===== src/rtl/iir_fold_pkg.sv =====
// iir_fold_pkg: shared types for the 2-fold IIR scheduler.
// Phase states and datapath mux encodings.
package iir_fold_pkg;

  typedef enum logic [1:0] {
    IDLE = 2'd0,
    PH0  = 2'd1,
    PH1  = 2'd2,
    WB   = 2'd3
  } state_e;

  localparam logic MUL_SEL_H1  = 1'b0;
  localparam logic MUL_SEL_H2  = 1'b1;
  localparam logic ADD_SEL_X   = 1'b0;
  localparam logic ADD_SEL_ACC = 1'b1;

endpackage


===== src/rtl/iir_fold_ctrl_if.sv =====
// iir_fold_ctrl_if: handshake, coefficient bus and
// datapath control bundle of the IIR fold scheduler.
interface iir_fold_ctrl_if #(
  parameter int N = 16
) ();

  logic         in_valid;
  logic         in_ready;
  logic         clr;
  logic         coef_wr;
  logic         coef_sel;
  logic [N-1:0] coef_data;
  logic [N-1:0] h1_act;
  logic [N-1:0] h2_act;
  logic         x_ld;
  logic         mul_sel;
  logic         add_sel;
  logic         acc_ld;
  logic         y_shift;
  logic         dl_clr;
  logic         out_valid;
  logic         busy;
  logic [15:0]  sample_cnt;

  modport master (
    input  in_valid, clr,
    input  coef_wr, coef_sel, coef_data,
    output in_ready, h1_act, h2_act,
    output x_ld, mul_sel, add_sel, acc_ld,
    output y_shift, dl_clr, out_valid,
    output busy, sample_cnt
  );

  modport slave (
    output in_valid, clr,
    output coef_wr, coef_sel, coef_data,
    input  in_ready, h1_act, h2_act,
    input  x_ld, mul_sel, add_sel, acc_ld,
    input  y_shift, dl_clr, out_valid,
    input  busy, sample_cnt
  );

endinterface


===== src/rtl/iir_coef_bank.sv =====
// iir_coef_bank: shadow/active h1,h2 registers.
// Active copies change only when a load is requested.
module iir_coef_bank #(
  parameter int N      = 16,
  parameter int H1_RST = 2,
  parameter int H2_RST = 4
) (
  input  logic         clk,
  input  logic         rst,
  input  logic         wr_i,
  input  logic         sel_i,
  input  logic [N-1:0] data_i,
  input  logic         ld_old_i,
  input  logic         ld_new_i,
  output logic [N-1:0] h1_o,
  output logic [N-1:0] h2_o
);

  logic [N-1:0] sh1_q, sh1_d;
  logic [N-1:0] sh2_q, sh2_d;
  logic [N-1:0] ac1_q, ac1_d;
  logic [N-1:0] ac2_q, ac2_d;

  // shadow write; active takes the pre-write shadow on an
  // accept, or the post-write shadow while idling
  always_comb begin
    sh1_d = sh1_q;
    sh2_d = sh2_q;
    ac1_d = ac1_q;
    ac2_d = ac2_q;
    if (wr_i && !sel_i) sh1_d = data_i;
    if (wr_i &&  sel_i) sh2_d = data_i;
    if (ld_old_i) begin
      ac1_d = sh1_q;
      ac2_d = sh2_q;
    end else if (ld_new_i) begin
      ac1_d = sh1_d;
      ac2_d = sh2_d;
    end
  end

  // coefficient registers with synchronous reset
  always_ff @(posedge clk) begin
    if (!rst) begin
      sh1_q <= N'(H1_RST);
      sh2_q <= N'(H2_RST);
      ac1_q <= N'(H1_RST);
      ac2_q <= N'(H2_RST);
    end else begin
      sh1_q <= sh1_d;
      sh2_q <= sh2_d;
      ac1_q <= ac1_d;
      ac2_q <= ac2_d;
    end
  end

  assign h1_o = ac1_q;
  assign h2_o = ac2_q;

endmodule


===== src/rtl/iir_fold_ctrl.sv =====
// iir_fold_ctrl: phase FSM folding y=x+h1*y1+h2*y2 onto
// one multiplier and one adder, with sample handshake.
module iir_fold_ctrl
  import iir_fold_pkg::*;
#(
  parameter int N      = 16,
  parameter int H1_RST = 2,
  parameter int H2_RST = 4
) (
  input logic           clk,
  input logic           rst,
  iir_fold_ctrl_if.master bus
);

  state_e      state_q, state_d;
  logic [15:0] cnt_q, cnt_d;
  logic        rst_q;
  logic        can_acc;
  logic        accept;
  logic        ld_new;
  logic        mul_sel, add_sel;
  logic        acc_ld, y_shift, out_valid;

  assign can_acc = (state_q == IDLE || state_q == WB)
                 && !rst_q;
  assign bus.in_ready = can_acc && !bus.clr;
  assign accept = bus.in_valid && bus.in_ready;
  assign ld_new = (state_q == IDLE) && !accept;

  // next state, counter and per-phase datapath controls
  always_comb begin
    state_d   = state_q;
    cnt_d     = cnt_q;
    mul_sel   = MUL_SEL_H1;
    add_sel   = ADD_SEL_X;
    acc_ld    = 1'b0;
    y_shift   = 1'b0;
    out_valid = 1'b0;
    if (bus.clr) begin
      state_d = IDLE;
    end else begin
      unique case (state_q)
        IDLE: begin
          if (accept) state_d = PH0;
        end
        PH0: begin
          acc_ld  = 1'b1;
          state_d = PH1;
        end
        PH1: begin
          mul_sel = MUL_SEL_H2;
          add_sel = ADD_SEL_ACC;
          acc_ld  = 1'b1;
          state_d = WB;
        end
        WB: begin
          y_shift   = 1'b1;
          out_valid = 1'b1;
          cnt_d     = cnt_q + 16'd1;
          state_d   = accept ? PH0 : IDLE;
        end
      endcase
    end
  end

  // state, counter and reset-seen flag
  always_ff @(posedge clk) begin
    if (!rst) begin
      state_q <= IDLE;
      cnt_q   <= '0;
      rst_q   <= 1'b1;
    end else begin
      state_q <= state_d;
      cnt_q   <= cnt_d;
      rst_q   <= 1'b0;
    end
  end

  iir_coef_bank #(
    .N      (N),
    .H1_RST (H1_RST),
    .H2_RST (H2_RST)
  ) u_coef (
    .clk      (clk),
    .rst      (rst),
    .wr_i     (bus.coef_wr),
    .sel_i    (bus.coef_sel),
    .data_i   (bus.coef_data),
    .ld_old_i (accept),
    .ld_new_i (ld_new),
    .h1_o     (bus.h1_act),
    .h2_o     (bus.h2_act)
  );

  assign bus.x_ld       = accept;
  assign bus.mul_sel    = mul_sel;
  assign bus.add_sel    = add_sel;
  assign bus.acc_ld     = acc_ld;
  assign bus.y_shift    = y_shift;
  assign bus.out_valid  = out_valid;
  assign bus.dl_clr     = rst_q || bus.clr;
  assign bus.busy       = (state_q != IDLE);
  assign bus.sample_cnt = cnt_q;

endmodule

===== src/flat_wrapper.sv =====
// flat-port wrapper written by rule: the top's interface ports become plain ports
module iir_fold_ctrl_flat import iir_fold_pkg::*;
#(
  parameter int N      = 16,
  parameter int H1_RST = 2,
  parameter int H2_RST = 4
)
  (clk, rst, bus_in_valid, bus_clr, bus_coef_wr, bus_coef_sel, bus_coef_data, bus_in_ready, bus_h1_act, bus_h2_act, bus_x_ld, bus_mul_sel, bus_add_sel, bus_acc_ld, bus_y_shift, bus_dl_clr, bus_out_valid, bus_busy, bus_sample_cnt);
  iir_fold_ctrl_if #(.N(N)) bus_i ();
  input logic clk;
  input logic rst;
  input wire logic [$bits(bus_i.in_valid)-1:0] bus_in_valid;
  input wire logic [$bits(bus_i.clr)-1:0] bus_clr;
  input wire logic [$bits(bus_i.coef_wr)-1:0] bus_coef_wr;
  input wire logic [$bits(bus_i.coef_sel)-1:0] bus_coef_sel;
  input wire logic [$bits(bus_i.coef_data)-1:0] bus_coef_data;
  output wire logic [$bits(bus_i.in_ready)-1:0] bus_in_ready;
  output wire logic [$bits(bus_i.h1_act)-1:0] bus_h1_act;
  output wire logic [$bits(bus_i.h2_act)-1:0] bus_h2_act;
  output wire logic [$bits(bus_i.x_ld)-1:0] bus_x_ld;
  output wire logic [$bits(bus_i.mul_sel)-1:0] bus_mul_sel;
  output wire logic [$bits(bus_i.add_sel)-1:0] bus_add_sel;
  output wire logic [$bits(bus_i.acc_ld)-1:0] bus_acc_ld;
  output wire logic [$bits(bus_i.y_shift)-1:0] bus_y_shift;
  output wire logic [$bits(bus_i.dl_clr)-1:0] bus_dl_clr;
  output wire logic [$bits(bus_i.out_valid)-1:0] bus_out_valid;
  output wire logic [$bits(bus_i.busy)-1:0] bus_busy;
  output wire logic [$bits(bus_i.sample_cnt)-1:0] bus_sample_cnt;
  assign bus_i.in_valid = bus_in_valid;
  assign bus_i.clr = bus_clr;
  assign bus_i.coef_wr = bus_coef_wr;
  assign bus_i.coef_sel = bus_coef_sel;
  assign bus_i.coef_data = bus_coef_data;
  assign bus_in_ready = bus_i.in_ready;
  assign bus_h1_act = bus_i.h1_act;
  assign bus_h2_act = bus_i.h2_act;
  assign bus_x_ld = bus_i.x_ld;
  assign bus_mul_sel = bus_i.mul_sel;
  assign bus_add_sel = bus_i.add_sel;
  assign bus_acc_ld = bus_i.acc_ld;
  assign bus_y_shift = bus_i.y_shift;
  assign bus_dl_clr = bus_i.dl_clr;
  assign bus_out_valid = bus_i.out_valid;
  assign bus_busy = bus_i.busy;
  assign bus_sample_cnt = bus_i.sample_cnt;
  iir_fold_ctrl #(.N(N), .H1_RST(H1_RST), .H2_RST(H2_RST)) u_core (.clk(clk), .rst(rst), .bus(bus_i));
endmodule

===== config.mk =====
export PLATFORM = sky130hd
export DESIGN_NAME = iir_fold_ctrl_flat
export DESIGN_NICKNAME = d
export VERILOG_FILES = /design/src/rtl/iir_fold_pkg.sv /design/src/rtl/iir_fold_ctrl_if.sv /design/src/rtl/iir_coef_bank.sv /design/src/rtl/iir_fold_ctrl.sv /design/src/flat_wrapper.sv
export SDC_FILE = /design/constraint.sdc
export NUM_CORES = 1
export LEC_CHECK = 0
export CORE_MARGIN = 5
export CORE_UTILIZATION = 54
export CTS_CLUSTER_SIZE = 24
export DETAILED_ROUTE_END_ITERATION = 6
export GPL_TIMING_DRIVEN = 0
export PLACE_DENSITY = 0.88
export SYNTH_ARGS = -nofsm -noshare
export SYNTH_HDL_FRONTEND = slang
export SYNTH_SLANG_ARGS = --single-unit
export TNS_END_PERCENT = 1

===== constraint.sdc =====
create_clock -name clk -period 6.3 [get_ports clk]
set_input_delay 0.945 -clock clk [delete_from_list [all_inputs] [get_ports clk]]
set_output_delay 0.945 -clock clk [all_outputs]
set_load 0.01 [all_outputs]

==> run_summary.xml <==
<?xml version="1.0" encoding="UTF-8"?>
<metrics>
  <group name="status">
    <metric name="run_status" unit="">finished clean</metric>
  </group>
  <group name="finish">
    <metric name="drive_above_1_share" unit="%">8.367</metric>
    <metric name="post-route-cell-area" unit="µm²">4561</metric>
    <metric name="num_antenna_cells" unit="">0</metric>
    <metric name="fin_nets" unit="">524</metric>
    <metric name="layout-area-overhead-vs-synth" unit="%">30.36</metric>
  </group>
  <group name="critical_path">
    <metric name="critPathArrivalTime" unit="ns">2.86</metric>
    <metric name="crit_path_max_fanout" unit="">10</metric>
    <metric name="critPathKind" unit="">input pin to output port</metric>
    <metric name="worst-endpoint-required" unit="ns">5.35</metric>
    <metric name="crit_path_from" unit="">bus_clr</metric>
    <metric name="worstReg2RegStart" unit="">u_core.state_q[0]$_SDFFE_PP0P_</metric>
    <metric name="timing.critical_path.from_type" unit="">input pin</metric>
    <metric name="cp-end-kind" unit="">output port</metric>
  </group>
  <group name="timing">
    <metric name="worst_clk_skew" unit="ns">0.01138</metric>
    <metric name="fin_worst_hold_slack" unit="ns">0.4561</metric>
    <metric name="final-setup-viol-count" unit="">0</metric>
    <metric name="worst_pin_slew" unit="ns">0.6380</metric>
    <metric name="finalCritPeriodShare" unit="%">60.42</metric>
    <metric name="timing_hold_violations_final" unit="">0</metric>
    <metric name="final_critical_delay_including_setup_and_external_delays" unit="ns">3.806</metric>
    <metric name="report.final.slew_viol_count" unit="">0</metric>
    <metric name="maxSlewHeadroom" unit="%">57.46</metric>
    <metric name="grt_setup_unrepaired" unit="">no</metric>
    <metric name="achievable-frequency" unit="GHz">0.2627</metric>
    <metric name="final.setup.tns" unit="ns">0</metric>
  </group>
  <group name="logic_synthesis">
    <metric name="synth_warnings" unit="">0</metric>
    <metric name="dominant_synthesized_flop_cell" unit="">dfxtp_1</metric>
    <metric name="yosys_register_bits" unit="">83</metric>
    <metric name="synth_enable_flop_cells" unit="">0</metric>
    <metric name="ys_types" unit="">48</metric>
    <metric name="postSynthCellCount" unit="">408</metric>
    <metric name="postSynthNetCount" unit="">435</metric>
    <metric name="post_synth.cell_area_avg" unit="µm²">8.574</metric>
    <metric name="synth-async-reset-ratio" unit="%">0</metric>
    <metric name="ys_seq_area_share" unit="%">47.50</metric>
    <metric name="area_of_the_mapped_netlist" unit="µm²">3498</metric>
  </group>
  <group name="floorplan">
    <metric name="std_cell_rows" unit="">29</metric>
    <metric name="die_area" unit="µm²">8188</metric>
    <metric name="die_width" unit="µm">90.49</metric>
    <metric name="start_util" unit="%">55.41</metric>
    <metric name="floorplan.die.height" unit="µm">90.49</metric>
    <metric name="core_area" unit="µm²">6314</metric>
    <metric name="floorplan.io_pins" unit="">79</metric>
  </group>
  <group name="clocking">
    <metric name="worst_setup_hold_path_clk_slew" unit="ns">0.08</metric>
    <metric name="cts_htree_levels" unit="">3</metric>
    <metric name="longest_clk_path_bufs" unit="">2</metric>
    <metric name="post-cts-setup-buffers" unit="">0</metric>
    <metric name="holdBufCountCts" unit="">0</metric>
    <metric name="clock_insertion_delay_worst_skew" unit="ns">0.36</metric>
    <metric name="cell_chosen_for_the_clock_root" unit="">clkbuf_8</metric>
    <metric name="cts.sinks" unit="">83</metric>
    <metric name="post_cts_resized" unit="">0</metric>
    <metric name="cts_tree" unit="">built</metric>
    <metric name="cts_buffers" unit="">9</metric>
  </group>
  <group name="run">
    <metric name="max-cap-violations" unit="">0</metric>
  </group>
  <group name="pwr">
    <metric name="power_leakage" unit="nW">1.662</metric>
    <metric name="power" unit="W">0.001068</metric>
    <metric name="power-per-cell-area" unit="nW/µm²">234.2</metric>
    <metric name="ir_drop" unit="mV">0.1762</metric>
  </group>
  <group name="grt">
    <metric name="grtUsageTotal" unit="%">23.48</metric>
    <metric name="first_global_vias" unit="">3354</metric>
    <metric name="grt_start_max_net_pins" unit="">16</metric>
    <metric name="remaining_overflow_grt" unit="">0</metric>
    <metric name="number_of_antenna_violations_at_the_first_check_in_global_routing" unit="">0</metric>
    <metric name="first_pass_grt_wire_length" unit="µm">15860</metric>
  </group>
  <group name="detailed_routing">
    <metric name="detail_route.vias_per_cell" unit="">5.817</metric>
    <metric name="drt_wl_total" unit="µm">9671</metric>
    <metric name="drt_pass1_iterations" unit="">5</metric>
    <metric name="routedWlPerCell" unit="µm">16.70</metric>
    <metric name="dr_total_vias" unit="">3368</metric>
    <metric name="detailedRoute.firstIterationViolations" unit="">266</metric>
    <metric name="detail_route.drc_violations" unit="">0</metric>
    <metric name="antenna_violation_net_count_after_detailed_routing" unit="">0</metric>
  </group>
  <group name="place">
    <metric name="routabilityCongestion" unit="">0.8188</metric>
    <metric name="dpl-instance-area" unit="µm²">4375</metric>
    <metric name="io_buffer_count" unit="">78</metric>
    <metric name="dp_hpwl" unit="µm">6931</metric>
  </group>
  <group name="hold_path">
    <metric name="worst_hold_path_class" unit="">flop to flop</metric>
    <metric name="worstHoldStart" unit="">u_core.u_coef.sh1_q[8]$_SDFF_PN0_</metric>
  </group>
</metrics>
[registers in the layout, indices dropped and copies added, names as in the netlist]
name	flops
u_core.state_q	2
u_core.u_coef.h2_o	16
u_core.u_coef.h1_o	16
u_core.u_coef.sh1_q	16
u_core.bus.sample_cnt	16
u_core.rst_q	1
u_core.u_coef.sh2_q	16
[placed cells by master (no fill, tap or decap), drive strengths merged, types with 3 or more instances in the layout]
cell type      Yosys  routed
a211oi            11      11
a21oi             50      50
a22oi              5       5
and2b              3       3
buf               16      16
clkbuf            16      26
clkdlybuf4s50      0      78
clkinv             1       4
dfxtp             83      83
ha                 5       5
inv                5       7
mux2i              4       4
nand2             69      69
nand2b            13      13
nand3              3       3
nand4              7       7
nor2              30      30
o21ai             21      21
o22ai             20      20
o2bb2ai            4       4
or3                6       6
xnor2              6       6
xor2               7       7
[through the flow]
step / cells / setup WS (ns) / util [%]
final: 579 / 2.494 / 72.24
after global routing: 579 / 2.420 / 72.24
after CTS: 579 / 2.487 / 72.24
after detailed placement: 563 / 2.490 / 69.30
after global placement: 563 / 2.501 / 69.30
after floorplan: 408 / 3.634 / -
[final timing paths]
path,to,slack (ns),cells after the start
hold reg to reg,u_core.u_coef.sh1_q[8]$_SDFF_PN0_,0.46,2
setup reg to reg,u_core.u_coef.h2_o[14]$_SDFFE_PN0P_,4.10,7
setup / recovery,bus_x_ld,2.49,5
hold / removal,u_core.u_coef.sh1_q[8]$_SDFF_PN0_,0.46,2
[cell families after synthesis]
family,after synthesis,synth area share [%]
AND/OR/NAND/NOR,146,19.67
AO/OA/AOI/OAI,119,21.25
flip-flops,83,47.50
buffers and inverters,38,5.400
XOR/XNOR,13,3.255
adder cells (fa/ha/maj),5,1.788
multiplexers,4,1.145
[per-layer routing]
metal	GRT usage (%)	vias to the layer above	wire (µm)
li1	-	1604	-
met1	28.58	1590	3979
met2	38.74	149	4717
met3	5.667	25	726
met4	11.17	0	247
met5	0	-	0
[synth_stat cells, types with 4 or more instances]
master | n | area share [%]
o2bb2ai_1 | 4 | 1.0
xor2_1 | 7 | 1.8
xnor2_1 | 6 | 1.5
mux2i_1 | 4 | 1.1
o21ai_0 | 17 | 2.4
clkbuf_1 | 15 | 1.6
a21oi_1 | 49 | 7.0
o22ai_1 | 20 | 3.6
a211oi_1 | 10 | 2.1
a22oi_1 | 5 | 1.1
inv_1 | 4 | 0.43
nand2b_1 | 13 | 2.3
nor2_1 | 29 | 3.1
ha_1 | 5 | 1.8
dfxtp_1 | 83 | 47
or3_1 | 6 | 1.1
nand4_1 | 7 | 1.3
buf_2 | 8 | 1.1
nand2_1 | 69 | 7.4
[power breakdown]
part | switching, W | internal [W] | leakage, nW
registers | 0.0000138 | 0.000549 | 0.678
clock network | 0.000201 | 0.000157 | 0.0933
logic | 0.0000784 | 0.0000688 | 0.890
[worst max-delay path: stages]
cell	delay, ns
clkdlybuf4s50_1	0.50
or4b_4	0.60
clkinv_4	0.11
buf_6	0.16
clkdlybuf4s50_1	0.54
[cell type report]
type                       instances  area, µm²
tap                               77      96.34
sequential                        83       1662
multi-input combinational        287       1648
buffer                            32      161.4
clock buffer                      10      137.6
timing repair buffer              78      780.7
inverter                           6      27.53
clock inverter                     6      47.55
fill                             481       1753
(Power assumes the default switching activity.)
